[config.mk]
export PLATFORM = sky130hd
export DESIGN_NAME = txt_vram_arbiter
export DESIGN_NICKNAME = d
export VERILOG_FILES = /design/src/rtl/txt_pkg.sv /design/src/rtl/txt_wr_fifo.sv /design/src/rtl/txt_vram_arbiter.sv
export SDC_FILE = /design/constraint.sdc
export NUM_CORES = 1
export LEC_CHECK = 0
export ABC_AREA = 1
export BUFFER_PORTS_ARGS = -buffer_cell sky130_fd_sc_hd__buf_2
export CAP_MARGIN = 10
export CORE_ASPECT_RATIO = 0.6
export CORE_UTILIZATION = 62
export DETAILED_ROUTE_END_ITERATION = 8
export PLACE_DENSITY = 0.85
export SYNTH_ARGS = -nofsm -noshare
export SYNTH_HDL_FRONTEND = slang
export SYNTH_SLANG_ARGS = --single-unit
[constraint.sdc]
create_clock -name clk -period 3.72 [get_ports clk]
set_input_delay 0.186 -clock clk [delete_from_list [all_inputs] [get_ports clk]]
set_output_delay 0.186 -clock clk [all_outputs]
set_load 0.03 [all_outputs]
[src/rtl/txt_pkg.sv]
// Shared constants and slot-owner encoding for the text display memory path.
package txt_pkg;

    localparam int         COLS      = 40;
    localparam int         ROWS      = 30;
    localparam int         CELLS     = COLS * ROWS;
    localparam int         ADDR_W    = 12;
    localparam int         DATA_W    = 8;
    localparam logic [7:0] FILL_CHAR = 8'h20;

    typedef enum logic [2:0] {
        SLOT_NONE,
        SLOT_VID,
        SLOT_CPU_RD,
        SLOT_CPU_WR,
        SLOT_CLR
    } slot_t;

    function automatic logic slot_is_write(slot_t s);
        return (s == SLOT_CPU_WR) || (s == SLOT_CLR);
    endfunction

endpackage

[src/rtl/txt_wr_fifo.sv]
// Synchronous FIFO of {addr,data} CPU writes; head entry is presented combinationally.
module txt_wr_fifo #(
    parameter int ADDR_W = 12,
    parameter int DATA_W = 8,
    parameter int DEPTH  = 4
) (
    input  logic              clk,
    input  logic              clr,
    input  logic              i_push,
    input  logic [ADDR_W-1:0] i_addr,
    input  logic [DATA_W-1:0] i_data,
    input  logic              i_pop,
    output logic [ADDR_W-1:0] o_addr,
    output logic [DATA_W-1:0] o_data,
    output logic              o_full,
    output logic              o_empty
);

    localparam int PW = $clog2(DEPTH);

    logic [ADDR_W+DATA_W-1:0] r_mem [DEPTH];
    logic [PW:0]              r_wptr;
    logic [PW:0]              r_rptr;
    logic                     w_do_push;
    logic                     w_do_pop;

    assign w_do_push = i_push && !o_full;
    assign w_do_pop  = i_pop && !o_empty;

    // Pointers carry one extra wrap bit to tell full from empty.
    always_ff @(posedge clk or negedge clr) begin
        if (!clr) begin
            r_wptr <= '0;
            r_rptr <= '0;
        end else begin
            if (w_do_push) r_wptr <= r_wptr + (PW+1)'(1);
            if (w_do_pop)  r_rptr <= r_rptr + (PW+1)'(1);
        end
    end

    always_ff @(posedge clk) begin
        if (w_do_push) r_mem[r_wptr[PW-1:0]] <= {i_addr, i_data};
    end

    assign o_empty          = (r_wptr == r_rptr);
    assign o_full           = (r_wptr[PW] != r_rptr[PW]) && (r_wptr[PW-1:0] == r_rptr[PW-1:0]);
    assign {o_addr, o_data} = r_mem[r_rptr[PW-1:0]];

endmodule

[src/rtl/txt_vram_arbiter.sv]
// Text VRAM arbiter: shares the single-port character RAM between renderer fetches,
// buffered CPU writes, blocking CPU reads and a clear-screen fill engine.
module txt_vram_arbiter #(
    parameter int                ADDR_W     = txt_pkg::ADDR_W,
    parameter int                DATA_W     = txt_pkg::DATA_W,
    parameter int                FIFO_DEPTH = 4,
    parameter int                CELLS      = txt_pkg::CELLS,
    parameter logic [DATA_W-1:0] FILL_CHAR  = DATA_W'(txt_pkg::FILL_CHAR)
) (
    input  logic              clk,
    input  logic              clr,
    input  logic              vid_req,
    input  logic [ADDR_W-1:0] vid_addr,
    output logic [DATA_W-1:0] vid_data,
    output logic              vid_valid,
    input  logic              cpu_we,
    input  logic [ADDR_W-1:0] cpu_addr,
    input  logic [DATA_W-1:0] cpu_wdata,
    output logic              cpu_ready,
    input  logic              cpu_re,
    output logic [DATA_W-1:0] cpu_rdata,
    output logic              cpu_rvalid,
    input  logic              clear_start,
    output logic              clear_busy,
    output logic              mem_en,
    output logic              mem_we,
    output logic [ADDR_W-1:0] mem_addr,
    output logic [DATA_W-1:0] mem_wdata,
    input  logic [DATA_W-1:0] mem_rdata
);

    import txt_pkg::*;

    localparam logic [ADDR_W-1:0] LAST_CELL = ADDR_W'(CELLS - 1);

    slot_t             w_slot;
    slot_t             r_own_p0;
    slot_t             r_own_p1;
    logic              r_rd_inflight;
    logic              r_clr_busy;
    logic [ADDR_W-1:0] r_clr_addr;
    logic              r_mem_en;
    logic              r_mem_we;
    logic [ADDR_W-1:0] r_mem_addr;
    logic [DATA_W-1:0] r_mem_wdata;

    logic              w_full;
    logic              w_empty;
    logic              w_push;
    logic              w_pop;
    logic              w_rd_ok;
    logic              w_cpu_ready;
    logic [ADDR_W-1:0] w_head_addr;
    logic [DATA_W-1:0] w_head_data;

    assign w_cpu_ready = !w_full && !r_clr_busy;
    assign w_push      = cpu_we && w_cpu_ready;
    // Reads wait for buffered writes and the fill so they never observe stale data.
    assign w_rd_ok     = cpu_re && w_empty && !r_clr_busy && !r_rd_inflight;

    always_comb begin
        w_slot = SLOT_NONE;
        if (vid_req)
            w_slot = SLOT_VID;
        else if (w_rd_ok)
            w_slot = SLOT_CPU_RD;
        else if (!w_empty)
            w_slot = SLOT_CPU_WR;
        else if (r_clr_busy)
            w_slot = SLOT_CLR;
    end

    assign w_pop = (w_slot == SLOT_CPU_WR);

    txt_wr_fifo #(
        .ADDR_W (ADDR_W),
        .DATA_W (DATA_W),
        .DEPTH  (FIFO_DEPTH)
    ) u_wr_fifo (
        .clk     (clk),
        .clr     (clr),
        .i_push  (w_push),
        .i_addr  (cpu_addr),
        .i_data  (cpu_wdata),
        .i_pop   (w_pop),
        .o_addr  (w_head_addr),
        .o_data  (w_head_data),
        .o_full  (w_full),
        .o_empty (w_empty)
    );

    // Issue stage: winner of cycle N drives the RAM port in N+1
    always_ff @(posedge clk or negedge clr) begin
        if (!clr) begin
            r_mem_en    <= 1'b0;
            r_mem_we    <= 1'b0;
            r_mem_addr  <= '0;
            r_mem_wdata <= '0;
            r_own_p0    <= SLOT_NONE;
        end else begin
            r_own_p0 <= w_slot;
            r_mem_en <= (w_slot != SLOT_NONE);
            r_mem_we <= slot_is_write(w_slot);
            case (w_slot)
                SLOT_VID:    r_mem_addr <= vid_addr;
                SLOT_CPU_RD: r_mem_addr <= cpu_addr;
                SLOT_CPU_WR: begin
                    r_mem_addr  <= w_head_addr;
                    r_mem_wdata <= w_head_data;
                end
                SLOT_CLR: begin
                    r_mem_addr  <= r_clr_addr;
                    r_mem_wdata <= FILL_CHAR;
                end
                default: ;
            endcase
        end
    end

    // Data-return stage: RAM read data is valid while the owner sits here
    always_ff @(posedge clk or negedge clr) begin
        if (!clr) begin
            r_own_p1      <= SLOT_NONE;
            r_rd_inflight <= 1'b0;
        end else begin
            r_own_p1 <= r_own_p0;
            if (w_slot == SLOT_CPU_RD)
                r_rd_inflight <= 1'b1;
            else if (r_own_p1 == SLOT_CPU_RD)
                r_rd_inflight <= 1'b0;
        end
    end

    // A restart request outranks the increment of a fill write issued the same cycle.
    always_ff @(posedge clk or negedge clr) begin
        if (!clr) begin
            r_clr_busy <= 1'b0;
            r_clr_addr <= '0;
        end else if (clear_start) begin
            r_clr_busy <= 1'b1;
            r_clr_addr <= '0;
        end else if (w_slot == SLOT_CLR) begin
            if (r_clr_addr == LAST_CELL) begin
                r_clr_busy <= 1'b0;
                r_clr_addr <= '0;
            end else begin
                r_clr_addr <= r_clr_addr + ADDR_W'(1);
            end
        end
    end

    assign mem_en     = r_mem_en;
    assign mem_we     = r_mem_we;
    assign mem_addr   = r_mem_addr;
    assign mem_wdata  = r_mem_wdata;
    assign vid_data   = mem_rdata;
    assign cpu_rdata  = mem_rdata;
    assign vid_valid  = (r_own_p1 == SLOT_VID);
    assign cpu_rvalid = (r_own_p1 == SLOT_CPU_RD);
    assign cpu_ready  = w_cpu_ready;
    assign clear_busy = r_clr_busy;

endmodule
==> qor.txt <==
Status -> finished clean
Hold crit path type -> in2reg
Worst VDD drop -> 0.4309 mV
CTS max path bufs -> 2
Post-synth ARST share -> 37.50%
Routability cong. -> 0.9077
Register area share after synthesis -> 59.80%
Synthesized cell area -> 6026 um2
Setup Viol. Count Final -> 0
Detailed placement HPWL -> 9291 um
Final period utilization -> 76.46%
Critical Path Most Common Cell -> nand2_1
Via density -> 5.736
Avg WL per Cell -> 17.32 um
P&R area growth vs syn -> 15.84%
ANT nets after route -> 0
Antenna violations before repair -> 0
CP Depth -> 9
CTS H-tree lvls -> 4
DRT Pass-1 Iters -> 6
Worst path max stage delay -> 0.56 ns
Initial Util -> 64.86%
GRT busiest layer -> met2
Clock sink total -> 128
DRT Wirelength -> 14550 um
WP buf/inv -> 2
Setup crit start kind -> flip-flop
Die ar. -> 10130 um2
Synthesized flop and latch total -> 128
Initial DRC Count -> 732
Total nets after synthesis -> 694
Worst-Margin Slew -> 0.9227 ns
Clock slew at reported path FFs -> 0.06 ns
Worst slew margin -> 38.26%
Power share of the sequential group -> 36.3%
P_leak -> 0.003213 uW
Worst-path fanout max -> 24
Unique masters post-synth -> 30
Share of cells above drive strength 1 -> 16.06%
Worst-skew pair later-pin latency -> 0.41 ns
Maximum clock rate -> 0.3516 GHz
Clk pwr share -> 31.6%
Data required, critical path -> 4.02 ns
Primary FF master, synth -> edfxtp_1
Reg2Reg Setup Slack -> 0.88 ns
Ant diodes -> 0
CP endpoint kind -> flip-flop
Mapped Avg Cell Area -> 9.386 um2
CTS tree -> yes
Gr ovfl total -> 0
R2R depth -> 9
Core Area -> 9290 um2
Row count -> 27
Top cell type by total area after synthesis -> edfxtp_1
Die Width -> 129.3 um
Drt drc -> 0
Final Hold Vio Count -> 0
Largest net degree at the start of global routing -> 49
Root buf cell -> clkbuf_16
Total Routing Usage GR -> 30.82%
Height of the die -> 78.37 um
Synth Instances -> 642
Sw Share -> 37.17%
Final setup TNS -> 0 ns
Area contributors post-synth -> edfxtp_1, dfrtp_1, nand2_1, nand3_1, inv_1
Post-synth EDFFs -> 80
Met1 usage -> 44.31%
Worst R2R Start -> u_wr_fifo.r_rptr[1]
# IOs -> 88
Max Cap Viol -> 0
Critical Path AT -> 3.14 ns
Final Critical Period -> 2.844 ns
Synthesis Warnings -> 0
PwrDens -> 740.9 nW/um2
Final Slew Violations -> 0
Worst r2r dst -> mem_addr[1]
Worst Skew -> 0.006515 ns
Combinational Power Share -> 32.1%
Kind of critical path -> reg2reg
First-pass GRT wire length -> 22850 um
Via Count -> 4818
Internal power -> 3249 uW
Worst setup path start -> u_wr_fifo.r_rptr[1]
Number of global-route vias before repair -> 4420
Final #Nets -> 749
Met3 Use GR -> 8.998%
Sw power -> 1922 uW
Power, Total -> 5172 uW
Total CTS buffers -> 17
Post-CTS Setup Bufs -> 0
Worst path slowest cell -> nor2_2
RSZ-0062 raised after global routing -> no
I/O Buffers -> 63
Yosys top cell area share -> 39.87%
Crit-path leading delay family -> simple AND/OR/NAND/NOR gates
Setup crit end -> mem_addr[1]
Worst hold start -> cpu_addr[1]
CP Cell Sequence -> buf_4 -> inv_2 -> nand2_1 -> nand2_1 -> nand3_2 -> nor2_2 -> nand2_1 -> nand2_1 -> nand2_1
GR Util met2 -> 44.41%
## worst reg2reg max path, delay by kind of cell (launching register included)
kind / cells / cell delay [ns]
flip-flops: 1 / 0.36
AND/OR/NAND/NOR: 7 / 1.78
buffers and inverters: 2 / 0.58
## area by class of cell
cell class | count | area (um2)
Inverter | 86 | 322.8
Clock inverter | 12 | 141.4
Fill cell | 606 | 2310
Timing Repair Buffer | 82 | 483.0
Multi-Input combinational cell | 382 | 1831
Sequential cell | 128 | 3603
Tap cell | 130 | 162.7
Clock buffer | 20 | 436.7
## stage by stage
stage | cell area, um2 | utilization [%] | std cells | hold slack (ns) | setup slack, ns
2_1_floorplan | 6026 | - | 642 | -0.1096 | 1.292
3_3_place_gp | 6302 | 67.84 | 798 | 0.3281 | 1.203
3_5_place_dp | 6302 | 67.84 | 798 | 0.3356 | 1.063
4_1_cts | 6980 | 75.14 | 840 | 0.01189 | 0.9544
5_1_grt | 6980 | 75.14 | 840 | 0.009802 | 0.6732
6_report | 6980 | 75.14 | 840 | 0.02556 | 0.8757
## sequential cells by signal, indices dropped and copies added (netlist names), 3 cells and up
name / count
mem_addr: 12
mem_wdata: 8
r_clr_addr: 12
r_own_p0: 3
r_own_p1: 3
u_wr_fifo.r_mem: 80
u_wr_fifo.r_rptr: 3
u_wr_fifo.r_wptr: 3
## cell usage after synthesis, drive strengths merged, types with 2 or more instances
cell type	number
nor3	7
nand2	162
nor4	2
clkbuf	12
buf	34
a22o	7
nand3	72
o21ai	26
xor2	7
dfrtp	48
ha	6
nor2	55
a21oi	4
edfxtp	80
nand4	24
o22ai	8
inv	86
## per-layer routing
metal / share of wire (%) / wire length, um
met5: 0 / 0
met4: 2.3 / 328
met1: 43 / 6187
met3: 11 / 1633
met2: 44 / 6400
## cell families after synthesis
group           after synthesis  share of synthesized area (%)
fa+ha+maj                     6                          1.246
simple gates                323                          23.63
flops                       128                          59.80
xor+xnor                      8                          1.163
buf+inv                     132                          9.821
compound gates               45                          4.340
## power by group through the flow
stage	Clock (uW)	Combinational, uW	Sequential, uW
global route	1710	1810	1900
detailed placement	0	1600	1890
floorplan	0	1030	2050
CTS	1640	1630	1870
finish	1630	1660	1880
global placement	0	1540	1890
## cell usage in the layout (no fill, tap or decap), types with 3 or more instances in the layout
| cell | n |
|---|---|
| nor3_1 | 7 |
| dlygate4sd3_1 | 10 |
| a21oi_1 | 4 |
| xor2_1 | 7 |
| o22ai_1 | 8 |
| ha_1 | 6 |
| dfrtp_1 | 48 |
| buf_4 | 9 |
| clkinv_2 | 3 |
| nand4_1 | 23 |
| nand2_1 | 159 |
| nor2_1 | 52 |
| inv_1 | 79 |
| buf_2 | 63 |
| a22o_1 | 7 |
| o21ai_0 | 19 |
| inv_2 | 7 |
| bufinv_16 | 3 |
| clkbuf_1 | 3 |
| edfxtp_1 | 80 |
| o21ai_1 | 7 |
| clkbuf_16 | 17 |
| clkinv_1 | 3 |
| nand3_1 | 71 |
## repair_timing
item	CTS	global route
resized for setup	0	0
hold endpoints to repair	81	0
hold buffers	10	0
## worst min path at each step
stage	end	slack, ns	cells past startpoint
3_3_place_gp	mem_we	0.33	2
6_report	u_wr_fifo.r_mem[2][9]	0.03	1
4_1_cts	u_wr_fifo.r_mem[0][14]	0.01	1
2_1_floorplan	clear_busy	-0.11	0
5_1_grt	u_wr_fifo.r_mem[2][14]	0.01	1
3_5_place_dp	mem_wdata[6]	0.34	2
Note: power is estimated with default switching activity, not from simulation.
